## src/rtl/light_pkg.sv

```systemverilog
// light_pkg: shared widths, FSM state type and default timing constants for the light step sequencer.
package light_pkg;
  localparam int LEVEL_W = 3;
  localparam int TIMER_W = 32;
  localparam int LEVEL_MAX_D = 4;
  localparam int LEVEL_INIT_D = 2;
  localparam int REPEAT_CYCLES_D = 50_000_000;
  localparam int AUTO_STEP_CYCLES_D = 25_000_000;
  localparam int MANUAL_GUARD_D = 100_000_000;
  typedef enum logic [1:0] {IDLE, MAN_HOLD, GUARD, AUTO_SEEK} state_t;
endpackage

```

## src/rtl/light_step_timer.sv

```systemverilog
// light_step_timer: reloadable down-counter; clear beats load beats enable, stops at zero.
module light_step_timer
  import light_pkg::*;
#(
  parameter int W = TIMER_W
) (
  input  logic         clk,
  input  logic         rst,
  input  logic         i_clr,
  input  logic         i_load,
  input  logic [W-1:0] i_load_val,
  input  logic         i_en,
  output logic         o_zero,
  output logic         o_expire
);
  logic [W-1:0] r_cnt;
  always_ff @(posedge clk or posedge rst)
    if (rst) r_cnt <= '0;
    else if (i_clr) r_cnt <= '0;
    else if (i_load) r_cnt <= i_load_val;
    else if (i_en && r_cnt != '0) r_cnt <= r_cnt - 1'b1;
  assign o_zero = r_cnt == '0;
  assign o_expire = r_cnt == W'(1);
endmodule

```

## src/rtl/light_step_sequencer.sv

```systemverilog
// light_step_sequencer: arbitrates buttons and auto-seek into up/down pulses for a saturating level counter.
// Optional limit_hit output enabled by defining LIGHT_SEQ_LIMIT_FLAG_EN.
module light_step_sequencer
  import light_pkg::*;
#(
  parameter int LEVEL_MAX = LEVEL_MAX_D,
  parameter int LEVEL_INIT = LEVEL_INIT_D,
  parameter int REPEAT_CYCLES = REPEAT_CYCLES_D,
  parameter int AUTO_STEP_CYCLES = AUTO_STEP_CYCLES_D,
  parameter int MANUAL_GUARD = MANUAL_GUARD_D
) (
  input  logic               clk,
  input  logic               rst,
  input  logic               on,
  input  logic               btn_up,
  input  logic               btn_down,
  input  logic               auto_en,
  input  logic [LEVEL_W-1:0] auto_target,
  output logic               up_count,
  output logic               down_count,
  output logic [LEVEL_W-1:0] level,
`ifdef LIGHT_SEQ_LIMIT_FLAG_EN
  output logic               limit_hit,
`endif
  output logic               busy
);
  localparam logic [LEVEL_W-1:0] L_MAX = LEVEL_W'(LEVEL_MAX);
  localparam logic [LEVEL_W-1:0] L_INIT = LEVEL_W'(LEVEL_INIT);
  localparam logic [TIMER_W-1:0] T_REP = TIMER_W'(REPEAT_CYCLES);
  localparam logic [TIMER_W-1:0] T_AUTO = TIMER_W'(AUTO_STEP_CYCLES);
  localparam logic [TIMER_W-1:0] T_GUARD = TIMER_W'(MANUAL_GUARD);
  state_t r_state, w_nxt;
  logic r_up, r_dn, r_dir, r_busy, r_up_prev, r_dn_prev, r_hist_vld;
  logic [LEVEL_W-1:0] r_level, w_lvl, w_tgt;
  logic w_up, w_dn, w_dir, w_up_press, w_dn_press, w_press, w_hold, w_up_ok, w_dn_ok;
  logic w_step_load, w_step_en, w_step_clr, w_step_exp, w_step_zero, w_step_fire;
  logic w_guard_load, w_guard_en, w_guard_clr, w_guard_exp, w_guard_zero;
  logic [TIMER_W-1:0] w_step_val;
  // Level as the counter will see it after any pulse currently on the wire.
  assign w_lvl = (r_up && r_level != L_MAX) ? r_level + 1'b1 :
                 (r_dn && r_level != '0) ? r_level - 1'b1 : r_level;
  assign w_tgt = auto_target > L_MAX ? L_MAX : auto_target;
  assign w_up_ok = w_lvl < L_MAX;
  assign w_dn_ok = w_lvl != '0;
  // History is invalid for the first cycle after reset so a button held through reset is not a press.
  assign w_up_press = r_hist_vld & btn_up & ~btn_down & ~r_up_prev;
  assign w_dn_press = r_hist_vld & btn_down & ~btn_up & ~r_dn_prev;
  assign w_press = w_up_press | w_dn_press;
  assign w_hold = (btn_up ^ btn_down) & (r_dir ? btn_up : btn_down);
  assign w_step_fire = w_step_exp | w_step_zero;
  assign w_step_val = w_nxt == AUTO_SEEK ? T_AUTO : T_REP;
  always_comb begin
    w_nxt = r_state;
    w_up = 1'b0;
    w_dn = 1'b0;
    w_dir = r_dir;
    w_step_load = 1'b0;
    w_step_en = 1'b0;
    w_step_clr = 1'b0;
    w_guard_load = 1'b0;
    w_guard_en = 1'b0;
    w_guard_clr = 1'b0;
    if (!on) begin
      w_nxt = IDLE;
      w_step_clr = 1'b1;
      w_guard_clr = 1'b1;
    end else if (w_press) begin
      w_nxt = MAN_HOLD;
      w_dir = w_up_press;
      w_up = w_up_press & w_up_ok;
      w_dn = w_dn_press & w_dn_ok;
      w_step_load = 1'b1;
      w_guard_clr = 1'b1;
    end else begin
      case (r_state)
        IDLE: if (auto_en && w_guard_zero && w_tgt != w_lvl) begin
          w_nxt = AUTO_SEEK;
          w_up = w_tgt > w_lvl;
          w_dn = w_tgt < w_lvl;
          w_step_load = 1'b1;
        end
        MAN_HOLD: if (!w_hold) begin
          w_nxt = GUARD;
          w_guard_load = 1'b1;
          w_step_clr = 1'b1;
        end else if (w_step_fire) begin
          w_up = r_dir & w_up_ok;
          w_dn = ~r_dir & w_dn_ok;
          w_step_load = 1'b1;
        end else w_step_en = 1'b1;
        GUARD: begin
          w_guard_en = 1'b1;
          w_nxt = (w_guard_exp || w_guard_zero) ? IDLE : GUARD;
        end
        AUTO_SEEK: if (!auto_en || w_tgt == w_lvl) begin
          w_nxt = IDLE;
          w_step_clr = 1'b1;
        end else if (w_step_fire) begin
          w_up = w_tgt > w_lvl;
          w_dn = w_tgt < w_lvl;
          w_step_load = 1'b1;
        end else w_step_en = 1'b1;
        default: w_nxt = IDLE;
      endcase
    end
  end
  always_ff @(posedge clk or posedge rst)
    if (rst) begin
      r_state <= IDLE;
      r_up <= 1'b0;
      r_dn <= 1'b0;
      r_dir <= 1'b0;
      r_busy <= 1'b0;
      r_up_prev <= 1'b0;
      r_dn_prev <= 1'b0;
      r_hist_vld <= 1'b0;
      r_level <= L_INIT;
    end else begin
      r_state <= w_nxt;
      r_up <= w_up;
      r_dn <= w_dn;
      r_dir <= w_dir;
      r_busy <= w_nxt != IDLE;
      r_up_prev <= btn_up;
      r_dn_prev <= btn_down;
      r_hist_vld <= 1'b1;
      r_level <= on ? w_lvl : r_level;
    end
  light_step_timer #(.W(TIMER_W)) u_step (
    .clk(clk), .rst(rst), .i_clr(w_step_clr), .i_load(w_step_load), .i_load_val(w_step_val),
    .i_en(w_step_en), .o_zero(w_step_zero), .o_expire(w_step_exp)
  );
  light_step_timer #(.W(TIMER_W)) u_guard (
    .clk(clk), .rst(rst), .i_clr(w_guard_clr), .i_load(w_guard_load), .i_load_val(T_GUARD),
    .i_en(w_guard_en), .o_zero(w_guard_zero), .o_expire(w_guard_exp)
  );
`ifdef LIGHT_SEQ_LIMIT_FLAG_EN
  logic r_lim, w_lim;
  // Flags a manual press or repeat that was swallowed because the level sits at a bound.
  assign w_lim = on & (w_press ? (w_up_press ? ~w_up_ok : ~w_dn_ok) :
                 (r_state == MAN_HOLD) & w_hold & w_step_fire & (r_dir ? ~w_up_ok : ~w_dn_ok));
  always_ff @(posedge clk or posedge rst)
    if (rst) r_lim <= 1'b0;
    else r_lim <= w_lim;
  assign limit_hit = r_lim;
`endif
  assign up_count = r_up;
  assign down_count = r_dn;
  assign level = r_level;
  assign busy = r_busy;
endmodule

```

## config.mk

```make
export PLATFORM = sky130hd
export DESIGN_NAME = light_step_sequencer
export DESIGN_NICKNAME = d
export VERILOG_FILES = /design/src/rtl/light_pkg.sv /design/src/rtl/light_step_timer.sv /design/src/rtl/light_step_sequencer.sv
export SDC_FILE = /design/constraint.sdc
export NUM_CORES = 1
export LEC_CHECK = 0
export BUFFER_PORTS_ARGS = -buffer_cell sky130_fd_sc_hd__buf_2
export CAP_MARGIN = 20
export CELL_PAD_IN_SITES_DETAIL_PLACEMENT = 0
export CELL_PAD_IN_SITES_GLOBAL_PLACEMENT = 1
export CORE_MARGIN = 8
export CORE_UTILIZATION = 32
export CTS_BUF_LIST = sky130_fd_sc_hd__clkbuf_4
export DETAILED_ROUTE_END_ITERATION = 10
export GPL_TIMING_DRIVEN = 0
export HOLD_SLACK_MARGIN = 0.06
export PLACE_DENSITY = 0.66
export SLEW_MARGIN = 20
export SYNTH_ARGS = -nofsm -noshare
export SYNTH_HDL_FRONTEND = slang
export SYNTH_HIERARCHICAL = 1
export SYNTH_SLANG_ARGS = --single-unit
```

## constraint.sdc

```tcl
create_clock -name clk -period 5.9 [get_ports clk]
set_clock_uncertainty 0.1 [all_clocks]
set_input_delay 1.18 -clock clk [delete_from_list [all_inputs] [get_ports clk]]
set_output_delay 1.18 -clock clk [all_outputs]
set_load 0.01 [all_outputs]
```

# ---- Word-level counts from Yosys, hierarchy flattened
# Index checks and enable logic that the tools add are counted.
dict set report op_classes {
  reduce_logical 20
  magnitude_cmp 4
  bitwise 19
  n_mux 60
  eq_ne 9
  addsub 4
}
# op n
set ops {}
lappend ops {{32-bit 2-to-1 mux} 6}
lappend ops {{32-bit by 1-bit equality test with 1-bit output (second input constant)} 2}
lappend ops {{32-bit zero test} 2}
lappend ops {{32-bit nonzero test} 2}
lappend ops {{32-bit by 1-bit subtractor with 32-bit output (second input constant)} 2}
lappend ops {{1-bit 2-to-1 mux} 38}
lappend ops {{26-bit 2-to-1 mux} 1}
lappend ops {{2-bit 2-to-1 mux} 6}
lappend ops {{3-bit nonzero test} 4}
lappend ops {{1-bit AND} 11}
lappend ops {{3-bit 2-to-1 mux} 3}
lappend ops {{1-bit case mux with 3 select lines} 3}
lappend ops {{2-bit case mux with 4 select lines} 1}
lappend ops {{2-bit equality test (second input constant)} 3}
lappend ops {{1-bit logical AND} 6}
lappend ops {{1-bit NOT} 5}
lappend ops {{1-bit case mux with 2 select lines} 2}
lappend ops {{3-bit by 1-bit adder with 3-bit output (second input constant)} 1}
lappend ops {{3-bit equality test} 1}
lappend ops {{3-bit greater-than comparator} 1}
lappend ops {{3-bit greater-than comparator (second input constant)} 1}
lappend ops {{3-bit < comparator} 1}
lappend ops {{3-bit < comparator (second input constant)} 1}
lappend ops {{3-bit inequality test} 1}
lappend ops {{10 further kinds} 12}
dict set report word_totals {
  output_inout_bits 6
  regBits 76
}

# ---- Depth between registers and ports, before layout
# Gate-level depths: netlist (run 1).
dict set report logic_depth {
  depth_word 14
  ltp_mapped 17
}

# ---- Modules after synthesis
# The synthesis (run 1) kept the hierarchy.
# mod cells_each area_each_um2 seq_area_each_um2 instances
set by_module_without_submodules {}
lappend by_module_without_submodules {{light_step_timer at u_guard} 256 2219.6 800.8 1}
lappend by_module_without_submodules {{light_step_timer at u_step} 240 2054.5 800.8 1}
lappend by_module_without_submodules {light_step_sequencer 111 932.1 301.5 1}

# ---- Worst setup path before layout (run 1)
# No wires, ideal clock.
dict set report synth_path {
  path_type {register to register}
  start {register r_level[1] (netlist: level[1])}
  end {register u_step.r_cnt[28]}
  stages_incl_launch_ff 15
  t_required_ns 5.701
  setup_slack_ns 1.746
  period_less_slack_ns 4.154
  setup_time_ns 0.099
  arrival_time_ns 3.954
  cell_sequence {dfstp_2 inv_1 ha_1 a311oi_1 o22ai_1 ha_1 nand3_1 nand2_1 nand2_1 nand3b_1 nor3_1 nand3_1 a2111o_1 or3_2 a311oi_1}
}
dict set report synth_between {
  elab_chain_len 12
  word_cells_on_any_way 29
}
# item line_no
set synth_rtl {}
lappend synth_rtl {{start, declared} light_step_sequencer.sv:34} ;# logic [LEVEL_W-1:0] r_level, w_lvl, w_tgt;
lappend synth_rtl {{start signal, assigned} light_step_sequencer.sv:127} ;# r_level <= on ? w_lvl : r_level;
lappend synth_rtl {{parallel branches: the longest is 3 deep, another holds 3-bit by 1-bit subtractor with 3-bit output} --}
lappend synth_rtl {{3-bit 2-to-1 mux *} light_step_sequencer.sv:40} ;# assign w_lvl = (r_up && r_level != L_MAX) ? r_level + 1'b1 :
lappend synth_rtl {{3-bit equality test *} light_step_sequencer.sv:95} ;# AUTO_SEEK: if (!auto_en || w_tgt == w_lvl) begin
lappend synth_rtl {{1-bit logical OR *} light_step_sequencer.sv:95}
lappend synth_rtl {{1-bit 2-to-1 mux *} light_step_sequencer.sv:95}
lappend synth_rtl {{1-bit case mux with 2 select lines *} light_step_sequencer.sv:75} ;# case (r_state)
lappend synth_rtl {{1-bit 2-to-1 mux *} light_step_sequencer.sv:67} ;# end else if (w_press) begin
lappend synth_rtl {{1-bit 2-to-1 mux *} light_step_sequencer.sv:63} ;# if (!on) begin
lappend synth_rtl {{via w_step_en} light_step_sequencer.sv:36} ;# logic w_step_load, w_step_en, w_step_clr, w_step_exp, w_step_zero, w_step_fire;
lappend synth_rtl {{1-bit logical AND *} light_step_timer.sv:21} ;# else if (i_en && r_cnt != '0) r_cnt <= r_cnt - 1'b1;
lappend synth_rtl {{3-bit nonzero test (no source line) *} --}
lappend synth_rtl {{end signal, assigned} light_step_timer.sv:20} ;# else if (i_load) r_cnt <= i_load_val;
lappend synth_rtl {{end signal, assigned} light_step_timer.sv:21}
lappend synth_rtl {{end, declared} light_step_timer.sv:16} ;# logic [W-1:0] r_cnt;
# Mark *: on every way through the listed nets, which the timed path passes.
# A chain may end at the register's enable or synchronous reset.

# ---- Final worst setup path (run 1)
dict set report layout_path {
  start {register r_level[1] (netlist: level[1])}
  end {register u_step.r_cnt[25]}
}
# Same word-level chain as after synthesis.

==> impl_summary.log, run 1 <==
[metrics] row count: 46
[metrics] final count of hold timing violations: 0
[metrics] TritonCTS clock tree: built
[metrics] Leak: 2.42 nW
[metrics] cell with the most instances on the worst path: sky130_fd_sc_hd__nand3_1
[metrics] highest attainable clock frequency: 199 MHz
[metrics] switching power: 0.00187 W
[metrics] slew at the pin closest to its max-slew limit: 0.975 ns
[metrics] Crit path largest cell delay: 0.70 ns
[metrics] cells along the critical path: inv_1 > ha_1 > inv_1 > nand3_1 > a31oi_1 > ha_1 > nand3_1 > nand2_1 > nand2_1 > nand3b_1 > nor3_1 > nand3_1 > nor2_2 > nand3_1 > or3_2 > a311oi_1
[metrics] clock slew at the register clock pins of the worst setup and hold paths: 0.14 ns
[metrics] Syn Inst Count: 607
[metrics] Clk network pwr share: 9.6%
[metrics] post-CTS setup buffers: 0
[metrics] Die Footprint: 20600 um2
[metrics] family of cells with the greatest summed delay on the critical path: simple AND/OR/NAND/NOR gates
[metrics] CP Data Required Time: 6.14 ns
[metrics] Global Route Usage Sum: 15.2%
[metrics] critical path startpoint: level[1]
[metrics] number of nets in the layout: 704
[metrics] Combinational Power Share: 64.4%
[metrics] Critical Path Sink Type: flop
[metrics] fraction of the cycle the final worst path needs: 85.1%
[metrics] biggest area consumer among synthesized cells: sky130_fd_sc_hd__dfrtp_1
[metrics] total wirelength of the detailed-routed design: 14800 um
[metrics] setup TNS: 0 ns
[metrics] CTS Hold Bufs: 0
[metrics] critical-path maximum fanout: 9
[metrics] GRT overflow: 0
[metrics] via count of the first global-routing pass: 4586
[metrics] Worst setup endpoint: u_step/r_cnt[25]
[metrics] Post-synth EDFFs: 0
[metrics] pin count of the biggest net entering global routing: 33
[metrics] Switching Share: 55.0%
[metrics] # IOs: 15
[metrics] worst skew pair latency: 0.46 ns
[metrics] number of cells on the worst reg-to-reg path: 16
[metrics] largest cells by area after synthesis: sky130_fd_sc_hd__dfrtp_1, sky130_fd_sc_hd__nor2_1, sky130_fd_sc_hd__a311oi_1, sky130_fd_sc_hd__nand2_1, sky130_fd_sc_hd__xnor2_1
[metrics] startpoint of the worst register-to-register path: level[1]
[metrics] 1st-pass router iterations: 5
[metrics] top-count cell post-synth: sky130_fd_sc_hd__dfrtp_1
[metrics] core box area: 15900 um2
[metrics] worst path bufs/invs: 2
[metrics] final setup vio count: 0
[metrics] tightest slew margin relative to the limit: 34.9%
[metrics] critical path class: flop to flop
[metrics] global-route wire length before repair: 24600 um
[metrics] Synth top cells by count: sky130_fd_sc_hd__dfrtp_1, sky130_fd_sc_hd__nor2_1, sky130_fd_sc_hd__nand2_1
[metrics] number of gates resized after cts: 0
[metrics] portion of synthesized cell area occupied by the leading cell type: 36.0%
[metrics] count of port buffers added during placement: 14
[metrics] total CTS buffers: 9
[metrics] remaining antenna violation count after routing: 0
[metrics] total of warnings raised by yosys: 6
[metrics] Critical Path Slowest Stage Cell: sky130_fd_sc_hd__nor3_1
[metrics] worst min-delay path category: flop to flop
[metrics] sequential group share of total power: 25.9%
[metrics] minimum clock period: 5.02 ns
[metrics] count of pins over their slew limit: 0
[metrics] drt first-iter violations: 346
[metrics] average routed wire per standard cell: 16.3 um
[metrics] antenna violations before repair: 1
[metrics] crit path DAT: 5.26 ns
[metrics] startpoint type of the worst setup path: flop
[metrics] half-perimeter wire length of the detailed placement result: 10300 um
[metrics] reg-to-reg setup timing slack: 0.88 ns
[metrics] Die X: 144 um
[metrics] CTS HTree Levels: 3
[metrics] starting density of the core: 32.8%
[metrics] unrepaired setup endpoints after global routing: false
[metrics] Layout area overhead: 12.9%
[metrics] Synth Cell Area: 5210 um2
[metrics] max cap viols: 0
[metrics] CTS Buffer Depth: 2
[metrics] FF+latch count, synth: 76
[metrics] total power of the final layout: 0.00340 W
[metrics] hold-critical path depth: 1
[metrics] Die Y-Extent: 144 um
[metrics] vias post-DR: 4857
[metrics] share of cells above drive strength 1: 9.13%
[metrics] Synth async-reset ratio: 100%
[metrics] Max rail drop VDD: 269 uV
[metrics] number of clock sinks: 76
[metrics] reg-to-reg critical path endpoint: u_step/r_cnt[25]
[metrics] portion of the post-synthesis area used by sequential elements: 36.6%
[metrics] number of different library cells in the post-synthesis netlist: 76
[metrics] mean post-synth cell area: 8.58 um2
[metrics] power per standard cell area: 579 nW/um2
[metrics] number of gates on the worst path with buffers counted: 16
[metrics] non-filler cells in the finished layout: 907
[metrics] clock tree root driver cell: sky130_fd_sc_hd__clkbuf_4
[metrics] Post-Route Hold Slack: 0.475 ns
[metrics] status: completed
[metrics] prevailing post-synth register cell: sky130_fd_sc_hd__dfrtp_1
[metrics] via density per instance: 5.36
[metrics] total internal power: 0.00153 W
[metrics] DRC violations left: 0
[metrics] cell total after placement: 890
[metrics] Final GP Congestion: 0.820
## placed cells by master, fill, tap and decap left out, types with 19 or more instances in the layout
cell                       instances
sky130_fd_sc_hd__conb_1           55
sky130_fd_sc_hd__a211oi_1         19
sky130_fd_sc_hd__nor2_1           72
sky130_fd_sc_hd__xnor2_1          19
sky130_fd_sc_hd__o21ai_0          19
sky130_fd_sc_hd__a311oi_1         23
sky130_fd_sc_hd__nand2_1          47
sky130_fd_sc_hd__dfrtp_1          75
sky130_fd_sc_hd__clkbuf_1         25
sky130_fd_sc_hd__inv_1            26
sky130_fd_sc_hd__nand3_1          28
sky130_fd_sc_hd__a21oi_1          24
## worst register-to-register path: stages, from the launching register on
cell	delay, ns
sky130_fd_sc_hd__dfstp_2	0.58
sky130_fd_sc_hd__inv_1	0.09
sky130_fd_sc_hd__ha_1	0.23
sky130_fd_sc_hd__inv_1	0.12
sky130_fd_sc_hd__nand3_1	0.09
sky130_fd_sc_hd__a31oi_1	0.37
sky130_fd_sc_hd__ha_1	0.33
sky130_fd_sc_hd__nand3_1	0.18
sky130_fd_sc_hd__nand2_1	0.17
sky130_fd_sc_hd__nand2_1	0.10
sky130_fd_sc_hd__nand3b_1	0.12
sky130_fd_sc_hd__nor3_1	0.70
sky130_fd_sc_hd__nand3_1	0.39
sky130_fd_sc_hd__nor2_2	0.47
sky130_fd_sc_hd__nand3_1	0.16
sky130_fd_sc_hd__or3_2	0.43
sky130_fd_sc_hd__a311oi_1	0.28
## routing by layer
layer | share of wire, % | wire length, um | GRT usage, % | vias to the layer above
li1 | - | - | - | 2388
met1 | 48 | 7130 | 19.8 | 2356
met2 | 46 | 6870 | 24.8 | 91
met3 | 3.8 | 568 | 3.48 | 22
met4 | 1.6 | 235 | 4.21 | 0
met5 | 0 | 0 | 0 | -
## through the flow
step / worst slack (ns) / utilization, % / cell area [um2]
after CTS: 0.939 / 37.0 / 5880
after detailed placement: 1.00 / 36.2 / 5750
after floorplan: 1.75 / - / 5410
after global placement: 1.06 / 36.2 / 5750
final: 0.879 / 37.0 / 5880
after global routing: 0.423 / 37.0 / 5880
## cell type report
cell class              count  area (um2)
clock inverters             6        55.1
diodes                      1        2.50
inverters                  31         116
clock buffers              10        75.1
multi-input cells         521        3250
well taps                 216         270
flip-flops and latches     76        1900
fillers                  1714       10000
plain buffers              32         133
repair buffers             14        70.1
## state kept, by name, indices dropped and copies added (netlist names)
signal         cells
r_up_prev          1
down_count         1
busy               1
u_guard/r_cnt     32
r_dir              1
u_step/r_cnt      32
level              3
r_dn_prev          1
up_count           1
r_hist_vld         1
r_state            2
## logic make-up (layout without fill, tap and decap cells)
logic type	after synthesis	count (layout)	share of synthesized area, %
multiplexers	4	4	0.769
other	2	56	0.144
flip-flops	76	76	36.6
adder cells (fa/ha/maj)	10	10	2.40
AO/OA/AOI/OAI	149	149	21.3
XOR/XNOR	28	28	4.71
buffers and inverters	63	93	4.78
AND/OR/NAND/NOR	275	275	29.3
## worst min-delay path by stage
stage | end | from | slack, ns
2_1_floorplan | u_step/r_cnt[5] | u_step/r_cnt[5] | 0.41
3_3_place_gp | u_step/r_cnt[5] | u_step/r_cnt[5] | 0.44
3_5_place_dp | u_step/r_cnt[5] | u_step/r_cnt[5] | 0.45
4_1_cts | u_step/r_cnt[5] | u_step/r_cnt[5] | 0.48
5_1_grt | u_step/r_cnt[5] | u_step/r_cnt[5] | 0.49
6_report | u_step/r_cnt[5] | u_step/r_cnt[5] | 0.48
## power by group through the flow
stage	clock (W)	sequential [W]	combinational, W
floorplan	0	0.000847	0.00160
detailed placement	0	0.000886	0.00217
global route	0.000367	0.000908	0.00243
finish	0.000328	0.000882	0.00219
global placement	0	0.000880	0.00215
CTS	0.000348	0.000879	0.00218
No activity file was read; power rests on OpenSTA's default activity.
==> run 2, diff against run 1 <==
--- a/config.mk
+++ b/config.mk
@@ -11,7 +11,7 @@
 export CELL_PAD_IN_SITES_GLOBAL_PLACEMENT = 1
 export CORE_MARGIN = 8
 export CORE_UTILIZATION = 32
-export CTS_BUF_LIST = sky130_fd_sc_hd__clkbuf_4
+export CTS_BUF_LIST = sky130_fd_sc_hd__clkbuf_8
 export DETAILED_ROUTE_END_ITERATION = 10
 export GPL_TIMING_DRIVEN = 0
 export HOLD_SLACK_MARGIN = 0.06
==> run 2 against run 1 <==
- combinational power barely moved
- register-to-register slack barely moved
- wire length barely moved
- non-clock buffer count did not move
- worst hold slack got worse by 0.0064 ns
- fmax fell by 0.29%
- first-iteration DRC count rose by 10%
==> impl_summary.log, run 2 (synthesis results as in run 1) <==
[metrics] clock slew at the register clock pins of the worst setup and hold paths: 0.09 ns (-0.05 ns)
[metrics] total internal power: 0.00162 W (+5.7%)
[metrics] Worst setup endpoint: u_step/r_cnt[25]
[metrics] worst path bufs/invs: 2 (unchanged)
[metrics] count of port buffers added during placement: 14 (unchanged)
[metrics] TritonCTS clock tree: built
[metrics] Die X: 144 um (unchanged)
[metrics] final count of hold timing violations: 0 (unchanged)
[metrics] total CTS buffers: 9 (unchanged)
[metrics] worst-case setup slack after placement: 1.00 ns (unchanged)
[metrics] cells along the critical path: inv_1 > ha_1 > inv_1 > nand3_1 > a31oi_1 > ha_1 > nand3_1 > nand2_1 > nand2_1 > nand3b_1 > nor3_1 > nand3_1 > nor2_2 > nand3_1 > or3_2 > a311oi_1
[metrics] total wirelength of the detailed-routed design: 14800 um (about the same)
[metrics] max cap viols: 0 (unchanged)
[metrics] crit path DAT: 5.19 ns (-0.07 ns)
[metrics] reg-to-reg critical path endpoint: u_step/r_cnt[25]
[metrics] number of clock sinks: 76 (unchanged)
[metrics] DRC violations left: 0 (unchanged)
[metrics] half-perimeter wire length of the detailed placement result: 10300 um (unchanged)
[metrics] startpoint type of the worst setup path: flop
[metrics] core box area: 15900 um2 (unchanged)
[metrics] slew at the pin closest to its max-slew limit: 1.00 ns (+0.0253 ns)
[metrics] Layout area overhead: 14.3%
[metrics] Critical Path Slowest Stage Cell: sky130_fd_sc_hd__nor3_1
[metrics] CTS HTree Levels: 3 (unchanged)
[metrics] startpoint of the worst register-to-register path: level[1]
[metrics] worst skew pair latency: 0.37 ns (-0.09 ns)
[metrics] critical path class: flop to flop
[metrics] summed area of non-filler cells in the final layout: 5950 um2 (+1.2%)
[metrics] via density per instance: 5.35 (-0.14%)
[metrics] family of cells with the greatest summed delay on the critical path: simple AND/OR/NAND/NOR gates
[metrics] total power of the final layout: 0.00351 W (+3.2%)
[metrics] worst min-delay path category: flop to flop
[metrics] CTS Hold Bufs: 0 (unchanged)
[metrics] critical path startpoint: level[1]
[metrics] vias post-DR: 4845 (-0.25%)
[metrics] placement-stage cell area: 5750 um2 (unchanged)
[metrics] via count of the first global-routing pass: 4582 (-0.087%)
[metrics] Switching Share: 53.9% (-1.1 points)
[metrics] Crit path largest cell delay: 0.72 ns (+0.02 ns)
[metrics] worst setup slack after layout: 0.864 ns (-0.0148 ns)
[metrics] most used cells in the layout excluding fill and tap cells: sky130_fd_sc_hd__dfrtp_1, sky130_fd_sc_hd__nor2_1, sky130_fd_sc_hd__conb_1, sky130_fd_sc_hd__nand2_1, sky130_fd_sc_hd__nand3_1
[metrics] count of pins over their slew limit: 0 (unchanged)
[metrics] Clk network pwr share: 12.2% (+2.6 points)
[metrics] starting density of the core: 32.8% (unchanged)
[metrics] switching power: 0.00189 W (+1.1%)
[metrics] number of gates on the worst path with buffers counted: 16 (unchanged)
[metrics] Leak: 2.45 nW (+1.5%)
[metrics] # diodes: 0 (-1)
[metrics] pin count of the biggest net entering global routing: 33 (unchanged)
[metrics] row count: 46 (unchanged)
[metrics] share of cells above drive strength 1: 9.28% (+0.14 points)
[metrics] most common library cell in the layout ignoring fill and taps: sky130_fd_sc_hd__dfrtp_1
[metrics] Combinational Power Share: 62.7% (-1.7 points)
[metrics] post-CTS setup buffers: 0 (unchanged)
[metrics] unrepaired setup endpoints after global routing: false
[metrics] tightest slew margin relative to the limit: 33.2% (-1.7 points)
[metrics] GRT overflow: 0 (unchanged)
[metrics] global-route wire length before repair: 24600 um (-0.17%)
[metrics] reg-to-reg setup timing slack: 0.86 ns (about the same)
[metrics] critical-path maximum fanout: 9 (unchanged)
[metrics] minimum clock period: 5.04 ns (+0.0148 ns)
[metrics] number of cells on the worst reg-to-reg path: 16 (unchanged)
[metrics] Die Y-Extent: 144 um (unchanged)
[metrics] average routed wire per standard cell: 16.4 um (+0.17%)
[metrics] Die Footprint: 20600 um2 (unchanged)
[metrics] drt first-iter violations: 382 (+10%)
[metrics] Final GP Congestion: 0.820 (unchanged)
[metrics] CTS Buffer Depth: 2 (unchanged)
[metrics] 1st-pass router iterations: 5 (unchanged)
[metrics] Critical Path Sink Type: flop
[metrics] power per standard cell area: 590 nW/um2 (+1.9%)
[metrics] highest attainable clock frequency: 199 MHz (-0.29%)
[metrics] clock tree root driver cell: sky130_fd_sc_hd__clkbuf_8
[metrics] status: completed
[metrics] Global Route Usage Sum: 15.2% (-0.085 points)
[metrics] Fillers: 1699 (-0.88%)
[metrics] sequential group share of total power: 25.1% (-0.8 points)
[metrics] number of nets in the layout: 704 (unchanged)
[metrics] fraction of the cycle the final worst path needs: 85.4% (+0.25 points)
[metrics] cell with the most instances on the worst path: sky130_fd_sc_hd__nand3_1
[metrics] # IOs: 15 (unchanged)
[metrics] antenna violations before repair: 0 (-1)
[metrics] number of gates resized after cts: 0 (unchanged)
[metrics] setup TNS: 0 ns (unchanged)
[metrics] CP Data Required Time: 6.05 ns (-0.09 ns)
[metrics] Max rail drop VDD: 265 uV (-1.5%)
[metrics] final setup vio count: 0 (unchanged)
[metrics] remaining antenna violation count after routing: 0 (unchanged)
[run 2: cell types whose count changed in the layout (fill, tap and decap cells not counted)]
cell and change:
sky130_fd_sc_hd__clkbuf_4 -10, sky130_fd_sc_hd__clkbuf_8 +11, sky130_fd_sc_hd__clkinv_1 -2, sky130_fd_sc_hd__diode_2 -1, sky130_fd_sc_hd__inv_1 +1
[run 2: area by class of cell]
| type | instances | area, um2 | area share [%] |
|---|---|---|---|
| plain buffers | 32 | 133 | 2.23 |
| clock buffers | 11 | 151 | 2.55 |
| clock inverters | 5 | 51.3 | 0.862 |
| inverters | 31 | 116 | 1.96 |
| multi-input cells | 521 | 3250 | 54.7 |
| flip-flops and latches | 76 | 1900 | 32.0 |
| well taps | 216 | 270 | 4.54 |
| repair buffers | 14 | 70.1 | 1.18 |
[run 2: per-stage QoR]
step                      hold WS [ns]  std cells  util, %
after global placement           0.443        890     36.2
after detailed placement         0.449        890     36.2
final                            0.469        906     37.4
after global routing             0.487        906     37.4
after floorplan                  0.408        660        -
after CTS                        0.470        906     37.4
[run 2: worst min-delay path by stage]
stage	cells after the start	endpoint	slack, ns	start
floorplan	1	u_step/r_cnt[5]	0.41	u_step/r_cnt[5]
global placement	1	u_step/r_cnt[5]	0.44	u_step/r_cnt[5]
detailed placement	1	u_step/r_cnt[5]	0.45	u_step/r_cnt[5]
CTS	1	u_step/r_cnt[5]	0.47	u_step/r_cnt[5]
global route	1	u_step/r_cnt[5]	0.49	u_step/r_cnt[5]
finish	1	u_step/r_cnt[5]	0.47	u_step/r_cnt[5]
[run 2: power by group through the flow]
stage,combinational (W),sequential [W],clock (W)
final,0.00220,0.000882,0.000427
after global routing,0.00243,0.000908,0.000464
after CTS,0.00218,0.000879,0.000445
after detailed placement,0.00217,0.000886,0
after global placement,0.00215,0.000880,0
after floorplan,0.00160,0.000847,0
[run 2: layer usage]
layer	global-route usage, %	vias to the layer above	share of wire (%)
li1	-	2392	-
met1	19.8	2340	48
met2	24.5	94	46
met3	3.35	19	3.8
met4	4.43	0	1.7
met5	0	-	0
